**config.mk**
```make
export PLATFORM = sky130hd
export DESIGN_NAME = gf163_div_unit_flat
export DESIGN_NICKNAME = d
export VERILOG_FILES = /design/src/rtl/gf163_pkg.sv /design/src/rtl/gf163_div_unit_if.sv /design/src/rtl/gf163_digit_mul.sv /design/src/rtl/gf163_div_unit.sv /design/src/flat_wrapper.sv
export SDC_FILE = /design/constraint.sdc
export NUM_CORES = 2
export LEC_CHECK = 0
export CAP_MARGIN = 20
export CORE_MARGIN = 2
export CORE_UTILIZATION = 55
export CTS_BUF_LIST = sky130_fd_sc_hd__clkbuf_4 sky130_fd_sc_hd__clkbuf_8
export CTS_CLUSTER_SIZE = 20
export DETAILED_ROUTE_END_ITERATION = 8
export PLACE_DENSITY = 0.77
export SLEW_MARGIN = 20
export SYNTH_ARGS = -nofsm -noshare
export SYNTH_HDL_FRONTEND = slang
export SYNTH_SLANG_ARGS = --single-unit
```
**constraint.sdc**
```tcl
create_clock -name clk -period 51.1 [get_ports clk]
set_clock_uncertainty 0.1 [all_clocks]
set_input_delay 10.22 -clock clk [delete_from_list [all_inputs] [get_ports clk]]
set_output_delay 10.22 -clock clk [all_outputs]
set_load 0.03 [all_outputs]
```
**src/rtl/gf163_pkg.sv**
```systemverilog
// gf163_pkg: shared GF(2^163) constants and helpers for the NIST B-163/K-163
// field, f(z) = z^163 + z^7 + z^6 + z^3 + 1, polynomial basis.
//   M          : field degree
//   POLY_LO    : f(z) - z^163, folded back in on every reduction
//   op_sel_e   : operand select for the Itoh-Tsujii chain multiplies
//   state_e    : divider FSM encoding
//   chain_*    : Itoh-Tsujii addition-chain ROM (squarings, operand) per step
//   gf163_xtime: multiply by z, reduced
//   gf163_sqr  : combinational squaring, reduced
package gf163_pkg;

    localparam int M = 163;
    localparam logic [M-1:0] POLY_LO = M'(8'hC9);  // z^7 + z^6 + z^3 + 1
    localparam logic [3:0] LAST_STEP = 4'd9;

    typedef enum logic [1:0] {OP_S, OP_A, OP_X} op_sel_e;

    typedef enum logic [2:0] {ST_IDLE, ST_LOAD, ST_SQR, ST_MUL, ST_DONE} state_e;

    // Chain builds y^(2^k-1) for k = 2,4,5,10,20,40,80,81,162, then a final
    // squaring times x gives x * y^(2^163-2) = x / y.
    function automatic logic [7:0] chain_sq_cnt(input logic [3:0] step);
        case (step)
            4'd0:    return 8'd1;
            4'd1:    return 8'd2;
            4'd2:    return 8'd1;
            4'd3:    return 8'd5;
            4'd4:    return 8'd10;
            4'd5:    return 8'd20;
            4'd6:    return 8'd40;
            4'd7:    return 8'd1;
            4'd8:    return 8'd81;
            default: return 8'd1;
        endcase
    endfunction

    function automatic op_sel_e chain_op(input logic [3:0] step);
        case (step)
            4'd2, 4'd7: return OP_A;
            4'd9:       return OP_X;
            default:    return OP_S;
        endcase
    endfunction

    function automatic logic [M-1:0] gf163_xtime(input logic [M-1:0] a);
        return {a[M-2:0], 1'b0} ^ (a[M-1] ? POLY_LO : '0);
    endfunction

    // Squaring spreads bits to even positions, then folds the top M-1 bits down.
    // Folding high-to-low lets a fold that lands above M-1 get folded again.
    function automatic logic [M-1:0] gf163_sqr(input logic [M-1:0] a);
        logic [2*M-2:0] w;
        w = '0;
        for (int i = 0; i < M; i++) w[2*i] = a[i];
        for (int i = 2*M-2; i >= M; i--) begin
            if (w[i]) begin
                w[i-M]   ^= 1'b1;
                w[i-M+3] ^= 1'b1;
                w[i-M+6] ^= 1'b1;
                w[i-M+7] ^= 1'b1;
            end
        end
        return w[M-1:0];
    endfunction

endpackage

```
**src/rtl/gf163_div_unit_if.sv**
```systemverilog
// gf163_div_unit_if: operand and result ready/valid channels of the divider.
//   in_valid/in_ready/x_in/y_in         : operand channel (numerator, denominator)
//   out_valid/out_ready/quo_out/div_by_zero : result channel
// slave = the divider, master = the requester.
interface gf163_div_unit_if;
    import gf163_pkg::*;

    logic         in_valid;
    logic         in_ready;
    logic [M-1:0] x_in;
    logic [M-1:0] y_in;
    logic         out_valid;
    logic         out_ready;
    logic [M-1:0] quo_out;
    logic         div_by_zero;

    modport slave (
        input  in_valid, x_in, y_in, out_ready,
        output in_ready, out_valid, quo_out, div_by_zero
    );

    modport master (
        output in_valid, x_in, y_in, out_ready,
        input  in_ready, out_valid, quo_out, div_by_zero
    );

endinterface

```
**src/rtl/gf163_digit_mul.sv**
```systemverilog
// gf163_digit_mul: MSB-first digit-serial GF(2^163) multiplier with
// interleaved reduction, DIGIT bits of b per cycle.
//   clk, rst : clock, async active-high reset
//   start    : load a/b; the first digit is consumed on the same edge
//   a, b     : operands
//   done     : one-cycle pulse, P = ceil(163/DIGIT) cycles after start
//   p        : a*b mod f, valid with done and held until the next start
module gf163_digit_mul
    import gf163_pkg::*;
#(
    parameter int DIGIT = 4
) (
    input  logic         clk,
    input  logic         rst,
    input  logic         start,
    input  logic [M-1:0] a,
    input  logic [M-1:0] b,
    output logic         done,
    output logic [M-1:0] p
);

    localparam int P  = (M + DIGIT - 1) / DIGIT;
    localparam int BW = P * DIGIT;

    logic [M-1:0]  a_q, a_d, acc_q, acc_d;
    logic [BW-1:0] b_q, b_d, b_pad;
    logic [7:0]    rem_q, rem_d;
    logic          busy_q, busy_d, done_q, done_d;

    // Horner step: acc*z^DIGIT + a*d, reducing after every single-bit shift.
    function automatic logic [M-1:0] mac_digit(input logic [M-1:0] acc,
                                               input logic [M-1:0] av,
                                               input logic [DIGIT-1:0] d);
        logic [M-1:0] r;
        r = acc;
        for (int i = DIGIT-1; i >= 0; i--) r = gf163_xtime(r) ^ (d[i] ? av : '0);
        return r;
    endfunction

    always_comb begin
        a_d    = a_q;
        b_d    = b_q;
        acc_d  = acc_q;
        rem_d  = rem_q;
        busy_d = busy_q;
        done_d = 1'b0;
        b_pad  = BW'(b);
        if (start) begin
            a_d    = a;
            acc_d  = mac_digit('0, a, b_pad[BW-1 -: DIGIT]);
            b_d    = b_pad << DIGIT;
            rem_d  = 8'(P-1);
            busy_d = (P > 1);
            done_d = (P == 1);
        end else if (busy_q) begin
            acc_d = mac_digit(acc_q, a_q, b_q[BW-1 -: DIGIT]);
            b_d   = b_q << DIGIT;
            rem_d = rem_q - 8'd1;
            if (rem_q == 8'd1) begin
                busy_d = 1'b0;
                done_d = 1'b1;
            end
        end
    end

    always_ff @(posedge clk or posedge rst) begin
        if (rst) begin
            a_q    <= '0;
            b_q    <= '0;
            acc_q  <= '0;
            rem_q  <= '0;
            busy_q <= 1'b0;
            done_q <= 1'b0;
        end else begin
            a_q    <= a_d;
            b_q    <= b_d;
            acc_q  <= acc_d;
            rem_q  <= rem_d;
            busy_q <= busy_d;
            done_q <= done_d;
        end
    end

    assign done = done_q;
    assign p    = acc_q;

endmodule

```
**src/rtl/gf163_div_unit.sv**
```systemverilog
// gf163_div_unit: constant-time GF(2^163) divider, quo = x * y^-1 mod f,
// via a fixed Itoh-Tsujii chain (162 squarings, 10 multiplies).
//   clk, rst : clock, async active-high reset
//   bus      : slave side of gf163_div_unit_if (operand and result channels)
// Latency from accepting edge to out_valid: 1 + 162 + 10*ceil(163/DIGIT).
module gf163_div_unit #(
    parameter int DIGIT = 4,
    parameter int M     = 163
) (
    input  logic               clk,
    input  logic               rst,
    gf163_div_unit_if.slave    bus
);
    import gf163_pkg::*;

    state_e       state_q, state_d;
    logic [M-1:0] a_q, a_d, x_q, x_d, t_q, t_d, s_q, s_d, quo_q, quo_d;
    logic [3:0]   step_q, step_d;
    logic [7:0]   cnt_q, cnt_d;
    logic         dbz_q, dbz_d, ov_q, ov_d;

    logic [M-1:0] t_sqr, mul_b, mul_p;
    logic         mul_start, mul_done;
    logic [3:0]   step_nx;

    gf163_digit_mul #(.DIGIT(DIGIT)) u_mul (
        .clk   (clk),
        .rst   (rst),
        .start (mul_start),
        .a     (t_sqr),
        .b     (mul_b),
        .done  (mul_done),
        .p     (mul_p)
    );

    always_comb begin
        state_d   = state_q;
        a_d       = a_q;
        x_d       = x_q;
        t_d       = t_q;
        s_d       = s_q;
        quo_d     = quo_q;
        step_d    = step_q;
        cnt_d     = cnt_q;
        dbz_d     = dbz_q;
        ov_d      = ov_q;
        mul_start = 1'b0;
        t_sqr     = gf163_sqr(t_q);
        step_nx   = step_q + 4'd1;
        case (chain_op(step_q))
            OP_A:    mul_b = a_q;
            OP_X:    mul_b = x_q;
            default: mul_b = s_q;
        endcase

        case (state_q)
            ST_IDLE: begin
                if (bus.in_valid) begin
                    a_d     = bus.y_in;
                    x_d     = bus.x_in;
                    t_d     = bus.y_in;
                    dbz_d   = (bus.y_in == '0);
                    state_d = ST_LOAD;
                end
            end
            ST_LOAD: begin
                step_d  = 4'd0;
                cnt_d   = chain_sq_cnt(4'd0);
                s_d     = t_q;
                state_d = ST_SQR;
            end
            ST_SQR: begin
                t_d   = t_sqr;
                cnt_d = cnt_q - 8'd1;
                // The multiplier takes the final square combinationally, so
                // the squaring edge doubles as the first multiply edge.
                if (cnt_q == 8'd1) begin
                    mul_start = 1'b1;
                    state_d   = ST_MUL;
                end
            end
            ST_MUL: begin
                if (mul_done) begin
                    t_d = mul_p;
                    if (step_q != LAST_STEP) begin
                        step_d = step_nx;
                        cnt_d  = chain_sq_cnt(step_nx);
                        if (chain_op(step_nx) == OP_S) s_d = mul_p;
                        state_d = ST_SQR;
                    end else begin
                        quo_d   = mul_p;
                        ov_d    = 1'b1;
                        state_d = ST_DONE;
                    end
                end
            end
            ST_DONE: begin
                if (bus.out_ready) begin
                    ov_d    = 1'b0;
                    state_d = ST_IDLE;
                end
            end
            default: state_d = ST_IDLE;
        endcase
    end

    always_ff @(posedge clk or posedge rst) begin
        if (rst) begin
            state_q <= ST_IDLE;
            a_q     <= '0;
            x_q     <= '0;
            t_q     <= '0;
            s_q     <= '0;
            quo_q   <= '0;
            step_q  <= '0;
            cnt_q   <= '0;
            dbz_q   <= 1'b0;
            ov_q    <= 1'b0;
        end else begin
            state_q <= state_d;
            a_q     <= a_d;
            x_q     <= x_d;
            t_q     <= t_d;
            s_q     <= s_d;
            quo_q   <= quo_d;
            step_q  <= step_d;
            cnt_q   <= cnt_d;
            dbz_q   <= dbz_d;
            ov_q    <= ov_d;
        end
    end

    assign bus.in_ready    = (state_q == ST_IDLE);
    assign bus.out_valid   = ov_q;
    assign bus.quo_out     = quo_q;
    assign bus.div_by_zero = dbz_q;

endmodule

```
**src/flat_wrapper.sv**
```systemverilog
// flat-port wrapper written by rule: the top's interface ports become plain ports
module gf163_div_unit_flat import gf163_pkg::*;
#(
    parameter int DIGIT = 4,
    parameter int M     = 163
)
  (clk, rst, bus_in_valid, bus_x_in, bus_y_in, bus_out_ready, bus_in_ready, bus_out_valid, bus_quo_out, bus_div_by_zero);
  gf163_div_unit_if bus_i ();
  input  logic clk;
  input  logic rst;
  input wire logic [$bits(bus_i.in_valid)-1:0] bus_in_valid;
  input wire logic [$bits(bus_i.x_in)-1:0] bus_x_in;
  input wire logic [$bits(bus_i.y_in)-1:0] bus_y_in;
  input wire logic [$bits(bus_i.out_ready)-1:0] bus_out_ready;
  output wire logic [$bits(bus_i.in_ready)-1:0] bus_in_ready;
  output wire logic [$bits(bus_i.out_valid)-1:0] bus_out_valid;
  output wire logic [$bits(bus_i.quo_out)-1:0] bus_quo_out;
  output wire logic [$bits(bus_i.div_by_zero)-1:0] bus_div_by_zero;
  assign bus_i.in_valid = bus_in_valid;
  assign bus_i.x_in = bus_x_in;
  assign bus_i.y_in = bus_y_in;
  assign bus_i.out_ready = bus_out_ready;
  assign bus_in_ready = bus_i.in_ready;
  assign bus_out_valid = bus_i.out_valid;
  assign bus_quo_out = bus_i.quo_out;
  assign bus_div_by_zero = bus_i.div_by_zero;
  gf163_div_unit #(.DIGIT(DIGIT), .M(M)) u_core (.clk(clk), .rst(rst), .bus(bus_i));
endmodule
```
* Word level (Yosys, flattened, before mapping)
Memory sizes are Yosys's and may differ from the RTL's.
Cells that the tools add are included.
** Operators by class
- Add/sub/neg operators :: 3
- Reductions and logical operators :: 18
- Mux-type cells :: 308
- Bitwise logic cells :: 265
- Equality and inequality tests :: 22
** Operators with widths (count)
- 2-to-1 mux 163 bit :: 14
- XOR 163 bit :: 6
- XOR 163 x 8 -> 163 bit :: 6
- case mux 163 bit (2 select lines) :: 2
- case mux 163 bit (3 select lines) :: 1
- 2-to-1 mux 164 bit :: 2
- inverter 1 bit :: 253
- 2-to-1 mux 1 bit :: 179
- 2-to-1 mux 2 bit :: 87
- logical NOT 163 bit :: 1
- 2-to-1 mux 8 bit :: 10
- case mux 8 bit (3 select lines) :: 1
- equality test 8 x 1 -> 1 bit, second input constant :: 2
- subtractor 8 x 1 -> 8 bit, second input constant :: 2
- 2-to-1 mux 3 bit :: 5
- case mux 3 bit (5 select lines) :: 1
- AND reduction 3 bit :: 4
- AND reduction 4 bit :: 3
- equality test 4 x 2 -> 1 bit, second input constant :: 2
- equality test 4 x 3 -> 1 bit, second input constant :: 2
- equality test 4 bit, second input constant :: 2
- 2-to-1 mux 4 bit :: 2
- != test 2 bit, second input constant :: 4
- case mux 2 bit (2 select lines) :: 2
- other kinds (16) :: 23
** Storage, ports and cells
- Output and inout port bits :: 166
- Memories :: 1
- Bits in registers :: 1332
- Memory bits (read-only) :: 112
- Bits of input ports :: 330
** Memories
- (no name shown) :: depth 16, bits a word 7, rd ports 1, clocked after memory_dff 0, wr ports 0, RTL line gf163_pkg.sv:23 : case (step)

* Longest topological paths before layout
- Depth after elaboration :: 22
- Depth in mapped cells :: 16
- Mapped depth without buffers :: 12

* Modules after synthesis
Synthesis repeated with hierarchy kept, for this count alone.
** Second synthesis, totals
- Cells, all modules :: 8158
- Area total of the unflattened synthesis :: 78048.6 µm²
** By module, submodules not included
- gf163_div_unit :: area an instance 42409.4 µm², cells each 4270, seq. area each 20820.0 µm², instances 1
- gf163_digit_mul :: area an instance 35639.2 µm², cells each 3888, seq. area each 12411.9 µm², instances 1

* Least setup slack after synthesis
No wires, ideal clock.
- Kind :: register to output
- Start :: register u_core.state_q[1]
- End :: output port bus_in_ready
- Arrival :: 1353 ps
- Slack :: 39427 ps
- Data required time :: 40780 ps
- Stages on the path, launching flop included :: 3
- Buffers on the path :: 1
- Cells stage by stage :: dfrtp_1 clkbuf_1 nor3_1
** Between the ends
- Cells in the longest elaborated chain, start to end :: 1
** Ends and longest elaborated chain
- start, declared :: RTL line gf163_div_unit.sv:16 : state_e state_q, state_d;
- start signal, assigned :: RTL line gf163_div_unit.sv:120 : state_q <= state_d;
- logical NOT 3 bit :: RTL line gf163_div_unit.sv:133 : assign bus.in_ready = (state_q == ST_IDLE);
- end, declared :: RTL line flat_wrapper.sv:15 : output wire logic [$bits(bus_i.in_ready)-1:0] bus_in_ready;
Every way passes these cells.

* Worst setup path in the final report
- Start :: register u_core.state_q[0]
- End :: output port bus_in_ready
Same word-level chain as after synthesis.

==> results.cfg <==
[detailed_routing]
dr.first_iter.drc_count = 8372
drt_first_pass_iters = 6
drc_errors = 0
drt_wl_total_um = 259000
postRouteAntennaNets = 0
via_per_inst = 6.113
avgRoutedWirePerCell_um = 23.68
num_vias = 66870

[worst_hold_path]
hp-class = reg2reg
hp-start = u_core.a_q[150]

[floorplan]
core_region_area_mm2 = 0.1375
die_y_um = 376.1
rows = 136
die_w_um = 376.1
ioPinCount = 496
die-area_mm2 = 0.1415
start_util_pct = 55.39

[worst_setup_path]
crit_type = reg2out
r2r-end = u_core.u_mul.b_q[72]
startpoint_type = flip-flop
cp.arrival_ns = 3.29
crit_path_end = bus_in_ready
cp_max_fo = 91
required_ns = 40.78
cp-end-kind = output pin
rr_startpoint = u_core.state_q[2]
r2r_slack_ns = 45.53
r2r_cells = 8
critPathLaunch = u_core.state_q[0]

[logic_synthesis]
synth-edff-count = 0
synth.area.top_cells = dfrtp_1 (44%), nand2_1 (12%), xnor2_1 (8.5%)
synth_warnings = 0
yosysSeqAreaShare_pct = 43.64
yosysTopAreaCell = dfrtp_1
synth.distinct_cells = 56
synth_top_area_share_pct = 43.64
syn_nets = 9226
synth_most_common_cell = nand2_1
synth-seq-cells = 1328
syn_area_per_cell_um2 = 8.573
syn_inst = 8883
yosys_most_used_dff = dfrtp_1
syn_area_mm2 = 0.07615
synth-async-reset-ratio_pct = 100.0
yosys-top-cells-count = nand2_1 (2,400), dfrtp_1 (1,328), nor2_1 (847)

[pwr]
switching_share_pct = 45.43
p_clk_share_pct = 16.0
p_switching_mw = 2.971
power_leakage_nw = 37.62
irDropWorstVdd_mv = 0.04237
seqPwrFrac_pct = 32.6
intPower_mw = 3.569
power_density_mw_per_mm2 = 75.87
p_comb_share_pct = 51.4
p_total_mw = 6.540

[final_layout]
drive_gt1_share_pct = 7.563
nets = 9295
seq_area_mm2 = 0.03325
multiInputGateArea_mm2 = 0.04001
syn_to_final_growth_pct = 13.19
nFillCells = 11470

[clocking]
clock-root-buffer = clkbuf_8
cts.clk_slew.worst_paths_ns = 0.06
cts_max_level = 4
clock_latency_ns = 1.04
ctsHoldBuffers = 0
cts_buffers = 221
clockBufferDepth = 3
cts_sinks = 1328
cts_tree = yes
postCtsResizedCells = 0
postCtsSetupRepairBufs = 0

[placed_design]
place_congestion = 0.9597
io_buffers = 495
dpl.hpwl_um = 173500

[timing]
hold_viol = 0
clock.fmax_ghz = 0.07347
drv_slew = 0
tightest_slew_ns = 1.241
slew_headroom_pct = 17.25
rsz0062_at_grt = no
fin_crit_sh_pct = 26.63
final-setup-viol-count = 0
finalSetupTns_ns = 0
period_needed_ns = 13.61

[global_route]
track_usage_pct = 36.06
grt_antenna_before_repair = 19
grt_max_degree = 208
grt_pass1_vias = 63430
grt_overflow = 0
grt_pass1_wl_um = 392300

[outcome]
status = complete, no violations

[run]
max-cap-violations = 0
==> logic make-up (layout without fill, tap and decap cells) <==
group,count (synthesis),count (layout),share of synthesized area (%)
AND/OR/NAND/NOR,3647,3647,18.82
flip-flops,1328,1328,43.64
other,0,9,0
XOR/XNOR,1165,1165,15.07
AO/OA/AOI/OAI,1503,1503,11.66
multiplexers,480,480,6.580
adder cells (fa/ha/maj),13,13,0.2136
buffers and inverters,747,1000,4.012
==> metal layers <==
metal / global-route usage, % / up-vias / share of wire [%]
met5: 0 / - / 0.050
met4: 20.44 / 20 / 6.2
met3: 10.04 / 826 / 11
met2: 53.68 / 3776 / 44
met1: 47.47 / 32590 / 39
li1: - / 29660 / -
==> final cells by class <==
| cell class | instances | area share [%] |
|---|---|---|
| multi-input combinational | 6808 | 46.42 |
| sequential | 1328 | 38.58 |
| timing repair buffer | 577 | 6.563 |
| clock buffer | 360 | 5.153 |
| tap | 1794 | 2.604 |
| clock inverter | 47 | 0.5748 |
| inverter | 16 | 0.07839 |
| antenna | 9 | 0.02613 |
==> sequential cells by signal (all words and copies together) (netlist names), 4 cells and up <==
register	cells
u_core.bus.quo_out	163
u_core.u_mul.p	163
u_core.t_q	163
u_core.cnt_q	8
u_core.s_q	163
u_core.u_mul.rem_q	8
u_core.step_q	4
u_core.u_mul.b_q	160
u_core.a_q	163
u_core.u_mul.a_q	163
u_core.x_q	163
==> how the worst min path moves through the flow <==
stage / endpoint / slack (ns) / cells past startpoint
CTS: u_core.a_q[49] / 0.38 / 2
global route: u_core.a_q[130] / 0.39 / 2
finish: u_core.a_q[150] / 0.37 / 2
detailed placement: u_core.a_q[85] / 0.36 / 2
floorplan: u_core.x_q[0] / 0.35 / 2
global placement: u_core.a_q[83] / 0.36 / 2
==> critical path: stages (launching register included) <==
cell and delay (ns):
dfrtp_4 0.83, nor3_1 0.66, clkdlybuf4s50_1 0.80
==> stage by stage <==
step / utilization [%] / cell area [um2] / hold slack [ns] / cells / worst slack, ns
floorplan: - / 76150 / 0.3461 / 8883 / 3.344
global route: 62.68 / 86180 / 0.3896 / 10930 / 37.02
CTS: 62.65 / 86140 / 0.3773 / 10930 / 37.11
detailed placement: 59.06 / 81200 / 0.3630 / 10520 / 36.07
finish: 62.69 / 86190 / 0.3732 / 10940 / 37.49
global placement: 59.06 / 81200 / 0.3578 / 10520 / 36.14
==> layout by cell type (no fill, tap or decap), types with 15 or more instances in the layout <==
cell type and count:
a211oi_1 164, a21oi_1 476, nand2_1 2399, xnor3_1 90, clkbuf_4 82, o211ai_1 82, clkinv_2 24, clkbuf_8 278
dfrtp_1 1322, nor3_1 309, inv_1 15, nor4_1 40, a22oi_1 162, mux2i_1 315, buf_4 73, mux2_2 165
o21ai_0 420, clkdlybuf4s50_1 495, xor2_1 331, nor2_1 846, xnor2_1 741, a31oi_1 174
==> power groups by stage <==
| stage | logic (mW) | registers, mW | clock network [mW] |
|---|---|---|---|
| final | 3.36 | 2.13 | 1.05 |
| after global routing | 3.68 | 2.14 | 1.10 |
| after CTS | 3.32 | 2.09 | 1.05 |
| after detailed placement | 3.30 | 2.10 | 0 |
| after global placement | 3.19 | 2.09 | 0 |
| after floorplan | 2.85 | 1.69 | 0 |
Note: power is estimated with default switching activity, not from simulation.
